$ cat config.mk
export PLATFORM = sky130hd
export DESIGN_NAME = imm_extend_pipe
export DESIGN_NICKNAME = d
export VERILOG_FILES = /design/src/rtl/imm_ext_pkg.sv /design/src/rtl/imm_ext_core.sv /design/src/rtl/imm_extend_pipe.sv
export SDC_FILE = /design/constraint.sdc
export NUM_CORES = 1
export LEC_CHECK = 0
export ABC_AREA = 1
export BUFFER_PORTS_ARGS = -buffer_cell sky130_fd_sc_hd__buf_4
export CAP_MARGIN = 20
export CORE_ASPECT_RATIO = 1.2
export CORE_MARGIN = 3
export CORE_UTILIZATION = 57
export CTS_CLUSTER_DIAMETER = 60
export CTS_CLUSTER_SIZE = 28
export DETAILED_ROUTE_END_ITERATION = 8
export GPL_TIMING_DRIVEN = 0
export PLACE_DENSITY = 0.86
export SYNTH_ARGS = -nofsm -noshare
export SYNTH_HDL_FRONTEND = slang
export SYNTH_SLANG_ARGS = --single-unit
$ cat constraint.sdc
create_clock -name clk_i -period 2.7 [get_ports clk_i]
set_clock_uncertainty 0.1 [all_clocks]
set_input_delay 0.405 -clock clk_i [delete_from_list [all_inputs] [get_ports clk_i]]
set_output_delay 0.405 -clock clk_i [all_outputs]
set_load 0.05 [all_outputs]
$ cat src/rtl/imm_ext_pkg.sv
// Shared encodings for the pipelined immediate extender: extension modes and
// skid-buffer FSM states.
package imm_ext_pkg;

    typedef logic [1:0] imm_mode_t;
    typedef logic [1:0] imm_state_t;

    localparam imm_mode_t IMM_MODE_SIGN   = 2'b00;
    localparam imm_mode_t IMM_MODE_ZERO   = 2'b01;
    localparam imm_mode_t IMM_MODE_UPPER  = 2'b10;
    localparam imm_mode_t IMM_MODE_BRANCH = 2'b11;

    localparam imm_state_t ST_EMPTY = 2'b00;
    localparam imm_state_t ST_ONE   = 2'b01;
    localparam imm_state_t ST_FULL  = 2'b10;

endpackage

$ cat src/rtl/imm_ext_core.sv
// Combinational IN_W->OUT_W immediate extension: sign, zero, upper (shift into
// the high bits) and branch offset (sign-extend, then word-align by <<2).
module imm_ext_core
    import imm_ext_pkg::*;
#(
    parameter int IN_W  = 16,
    parameter int OUT_W = 32
) (
    input  logic [IN_W-1:0]  data_i,
    input  imm_mode_t        mode_i,
    output logic [OUT_W-1:0] ext_o
);

    localparam int PAD = OUT_W - IN_W;

    logic [OUT_W-1:0] sext;

    assign sext = {{PAD{data_i[IN_W-1]}}, data_i};

    always_comb begin
        ext_o = '0;
        case (mode_i)
            IMM_MODE_SIGN:   ext_o = sext;
            IMM_MODE_ZERO:   ext_o = {{PAD{1'b0}}, data_i};
            IMM_MODE_UPPER:  ext_o = {data_i, {PAD{1'b0}}};
            IMM_MODE_BRANCH: ext_o = {sext[OUT_W-3:0], 2'b00};
            default:         ext_o = '0;
        endcase
    end

endmodule

$ cat src/rtl/imm_extend_pipe.sv
// Pipelined immediate extender with a 2-entry skid buffer behind valid/ready.
// Optional transfer counter (xfer_cnt_o) enabled by defining IMM_EXT_STATS_EN.
module imm_extend_pipe
    import imm_ext_pkg::*;
#(
    parameter int IN_W  = 16,
    parameter int OUT_W = 32,
    parameter int CNT_W = 16
) (
    input  logic             clk_i,
    input  logic             rst_i,
    input  logic             in_valid_i,
    output logic             in_ready_o,
    input  logic [IN_W-1:0]  data_i,
    input  imm_mode_t        mode_i,
    output logic             out_valid_o,
    input  logic             out_ready_i,
    output logic [OUT_W-1:0] data_o
`ifdef IMM_EXT_STATS_EN
    ,
    output logic [CNT_W-1:0] xfer_cnt_o
`endif
);

    if (IN_W < 2 || IN_W > OUT_W - 2 || CNT_W < 1) begin : g_bad_params
        $error("imm_extend_pipe: illegal IN_W/OUT_W/CNT_W combination");
    end

    imm_state_t       state_q, state_d;
    logic [OUT_W-1:0] main_q, main_d;
    logic [OUT_W-1:0] skid_q, skid_d;
    logic [OUT_W-1:0] ext;
    logic             in_fire, out_fire;

    imm_ext_core #(
        .IN_W  (IN_W),
        .OUT_W (OUT_W)
    ) u_core (
        .data_i (data_i),
        .mode_i (mode_i),
        .ext_o  (ext)
    );

    assign out_valid_o = (state_q != ST_EMPTY);
    assign in_ready_o  = (state_q != ST_FULL);
    assign data_o      = main_q;
    assign in_fire     = in_valid_i & in_ready_o;
    assign out_fire    = out_valid_o & out_ready_i;

    // main always holds the oldest word; skid only fills when main is stalled
    always_comb begin
        state_d = state_q;
        main_d  = main_q;
        skid_d  = skid_q;
        case (state_q)
            ST_EMPTY: begin
                if (in_fire) begin
                    state_d = ST_ONE;
                    main_d  = ext;
                end
            end
            ST_ONE: begin
                if (in_fire && !out_fire) begin
                    state_d = ST_FULL;
                    skid_d  = ext;
                end else if (!in_fire && out_fire) begin
                    state_d = ST_EMPTY;
                end else if (in_fire && out_fire) begin
                    main_d  = ext;
                end
            end
            ST_FULL: begin
                if (out_fire) begin
                    state_d = ST_ONE;
                    main_d  = skid_q;
                end
            end
            default: state_d = ST_EMPTY;
        endcase
    end

    always_ff @(posedge clk_i or negedge rst_i) begin
        if (!rst_i) begin
            state_q <= ST_EMPTY;
            main_q  <= '0;
            skid_q  <= '0;
        end else begin
            state_q <= state_d;
            main_q  <= main_d;
            skid_q  <= skid_d;
        end
    end

`ifdef IMM_EXT_STATS_EN
    logic [CNT_W-1:0] xfer_cnt_q, xfer_cnt_d;

    always_comb begin
        xfer_cnt_d = xfer_cnt_q;
        if (out_fire && (xfer_cnt_q != {CNT_W{1'b1}})) begin
            xfer_cnt_d = xfer_cnt_q + 1'b1;
        end
    end

    always_ff @(posedge clk_i or negedge rst_i) begin
        if (!rst_i) begin
            xfer_cnt_q <= '0;
        end else begin
            xfer_cnt_q <= xfer_cnt_d;
        end
    end

    assign xfer_cnt_o = xfer_cnt_q;
`endif

endmodule

==> results.sh <==
export IMPL_required_ps=2830
export IMPL_max_cap_violations=0
export IMPL_r2r_cells=12
export IMPL_finalSetupViolCount=0
export IMPL_cts_root_buf="clkbuf_8"
export IMPL_status="completed"
export IMPL_cts_tree="yes"
export IMPL_final_layout_size_suffix_gt1_share_pct=21.4
export IMPL_die_h_um=91.8
export IMPL_numCtsBuffers=9
export IMPL_path_class="reg -> reg"
export IMPL_synthMuxAreaShare_pct=0
export IMPL_rr_startpoint="state_q[0]$_DFFE_PN0P_"
export IMPL_p_leak_nw=2.48
export IMPL_routabilityCongestion=0.949
export IMPL_placed_area_mm2=0.00399
export IMPL_track_usage_pct=26.4
export IMPL_synthAdderAreaFrac_pct=1.07
export IMPL_layout_common_cells="nand2_1, dfrtp_1, buf_4, nand3_1, buf_2"
export IMPL_area_growth_pct=20.7
export IMPL_r2r_slack_ps=330
export IMPL_grt_overflow=0
export IMPL_core_mm2=0.00578
export IMPL_final_nets=580
export IMPL_final_cell_area_mm2=0.00422
export IMPL_worstReg2RegEnd="data_o[5]$_DFFE_PN0P_"
export IMPL_synth_nets=516
export IMPL_synth_top_family_by_area="simple AND/OR/NAND/NOR gates"
export IMPL_period_minus_slack_ps=2370
export IMPL_setup_ws_ps=333
export IMPL_setup_tns_ps=0
export IMPL_pre_cts_ws_ps=350
export IMPL_drt_pass1_iterations=5
export IMPL_wirelength_um=8750
export IMPL_end_kind="flip-flop"
export IMPL_postCtsSetupBuffers=0
export IMPL_clk_latency_ps=340
export IMPL_drc=0
export IMPL_antenna_found_initial=0
export IMPL_drv_slew=0
export IMPL_relSlewSlack_pct=44.3
export IMPL_final_common_cell="nand2_1"
export IMPL_synthSimpleGateAreaFrac_pct=43.2
export IMPL_vias=3272
export IMPL_fin_hold_ws_ps=48.1
export IMPL_max_freq_mhz=422
export IMPL_start_util_pct=60.5
export IMPL_yosys_area_share_xor_xnor_pct=0
export IMPL_power_density_mw_per_mm2=1260
export IMPL_fillerInstances=480
export IMPL_mappedNetlistArea_mm2=0.00349
export IMPL_avgSynthCellArea_um2=7.12
export IMPL_port_buffers=53
export IMPL_hold_class="in -> async"
export IMPL_grt_max_degree=67
export IMPL_clk_pin_slew_ps=80
export IMPL_die_x_um=77.5
export IMPL_postRouteAntennaNets=0
export IMPL_h_tree_depth=3
export IMPL_rsz0062_at_grt="false"
export IMPL_syn_inst=491
export IMPL_wl_per_cell_um=13.7
export IMPL_worstMarginPinSlew_ps=835
export IMPL_die_area_mm2=0.00711
export IMPL_vias_per_cell=5.11
export IMPL_worst_ep_arrival_time_ps=2500
export IMPL_synth_distinct_cells=20
export IMPL_cts_hold_buf=0
export IMPL_dpl_hpwl_um=6290
export IMPL_critPathMaxFanout=10
export IMPL_drt_iter0_markers=250
export IMPL_antenna_cells=0
export IMPL_io_pins=56
export IMPL_final_hold_viol_count=0
export IMPL_cts_num_sinks=66
export IMPL_synth_compound_area_share_pct=1.90
export IMPL_num_rows=30
export IMPL_ys_seq_area_share_pct=47.3
export IMPL_fin_crit_sh_pct=87.7
export IMPL_post_cts_resized=0
export IMPL_grt_pass1_wl_um=14800
export IMPL_setup_worst_path_start_class="flip-flop"
export IMPL_first_global_vias=3156
export IMPL_ir_drop_mv=0.792
export IMPL_ys_warn_count=0
export IMPL_ys_seq_elements=66
export IMPL_clockBufferDepth=2
## cells in the mapped netlist (all sizes together)
cell   instances  area share (%)
o21ai          9             1.3
nand3         47             6.9
ha             3             1.1
inv           15             1.6
dfrtp         66              47
a21oi          2            0.61
nand2        311              35
buf           29             4.9
nor2           9             1.7
## state kept, by name, summed over array words and instances (netlist names)
name and cells:
data_o 32, skid_q 32, state_q 2
## worst max path at each step
stage / from / end / slack (ps) / depth (start not counted)
3_5_place_dp: state_q[0]$_DFFE_PN0P_ / data_o[5]$_DFFE_PN0P_ / 350 / 12
5_1_grt: state_q[1]$_DFFE_PN0P_ / data_o[3]$_DFFE_PN0P_ / 130 / 13
6_report: state_q[0]$_DFFE_PN0P_ / data_o[5]$_DFFE_PN0P_ / 330 / 12
2_1_floorplan: state_q[0]$_DFFE_PN0P_ / data_o[0]$_DFFE_PN0P_ / 690 / 12
4_1_cts: state_q[0]$_DFFE_PN0P_ / data_o[5]$_DFFE_PN0P_ / 330 / 12
3_3_place_gp: state_q[0]$_DFFE_PN0P_ / data_o[4]$_DFFE_PN0P_ / 410 / 12
## layer usage
layer	vias up	GRT usage, %	part of all wire, %
li1	1631	-	-
met1	1510	34.6	43
met2	111	43.4	48
met3	20	5.99	6.8
met4	0	8.31	1.8
met5	-	0	0
## logic make-up after synthesis
| family | after synthesis |
|---|---|
| DFF | 66 |
| adders and majority gates | 3 |
| AOI/OAI and AO/OA | 11 |
| buffers and inverters | 44 |
| and+or+nand+nor | 367 |
## through the flow
stage / power (W) / instances / util (%)
2_1_floorplan: 0.00358 / 491 / -
3_3_place_gp: 0.00426 / 624 / 69.1
3_5_place_dp: 0.00434 / 624 / 69.1
4_1_cts: 0.00530 / 640 / 73.0
5_1_grt: 0.00564 / 640 / 73.0
6_report: 0.00530 / 640 / 73.0
## power breakdown
part / internal [W] / switching, W
Sequential: 0.00140 / 0.000215
Clock: 0.000547 / 0.000406
Combinational: 0.000813 / 0.00191
## critical path: stages (launching register included)
cell     delay (ps)
dfrtp_1         380
buf_6           140
nor2_8          170
buf_2           260
nor2_1          100
ha_1            220
nor2_1          100
nand3_1         150
nand2_1         110
nand3_2         140
buf_2           230
nand2_1          80
nand2_1          60
## final cells by class
type	instances	area [um^2]	share of cell area, %
Tap cell	80	100	2.37
Inverter	15	56.3	1.33
Clock buffer	10	138	3.26
Multi-Input combinational cell	381	1610	38.3
Timing Repair Buffer	53	398	9.43
Sequential cell	66	1650	39.1
Buffer	29	173	4.09
Clock inverter	6	88.8	2.11
(Power assumes the default switching activity.)
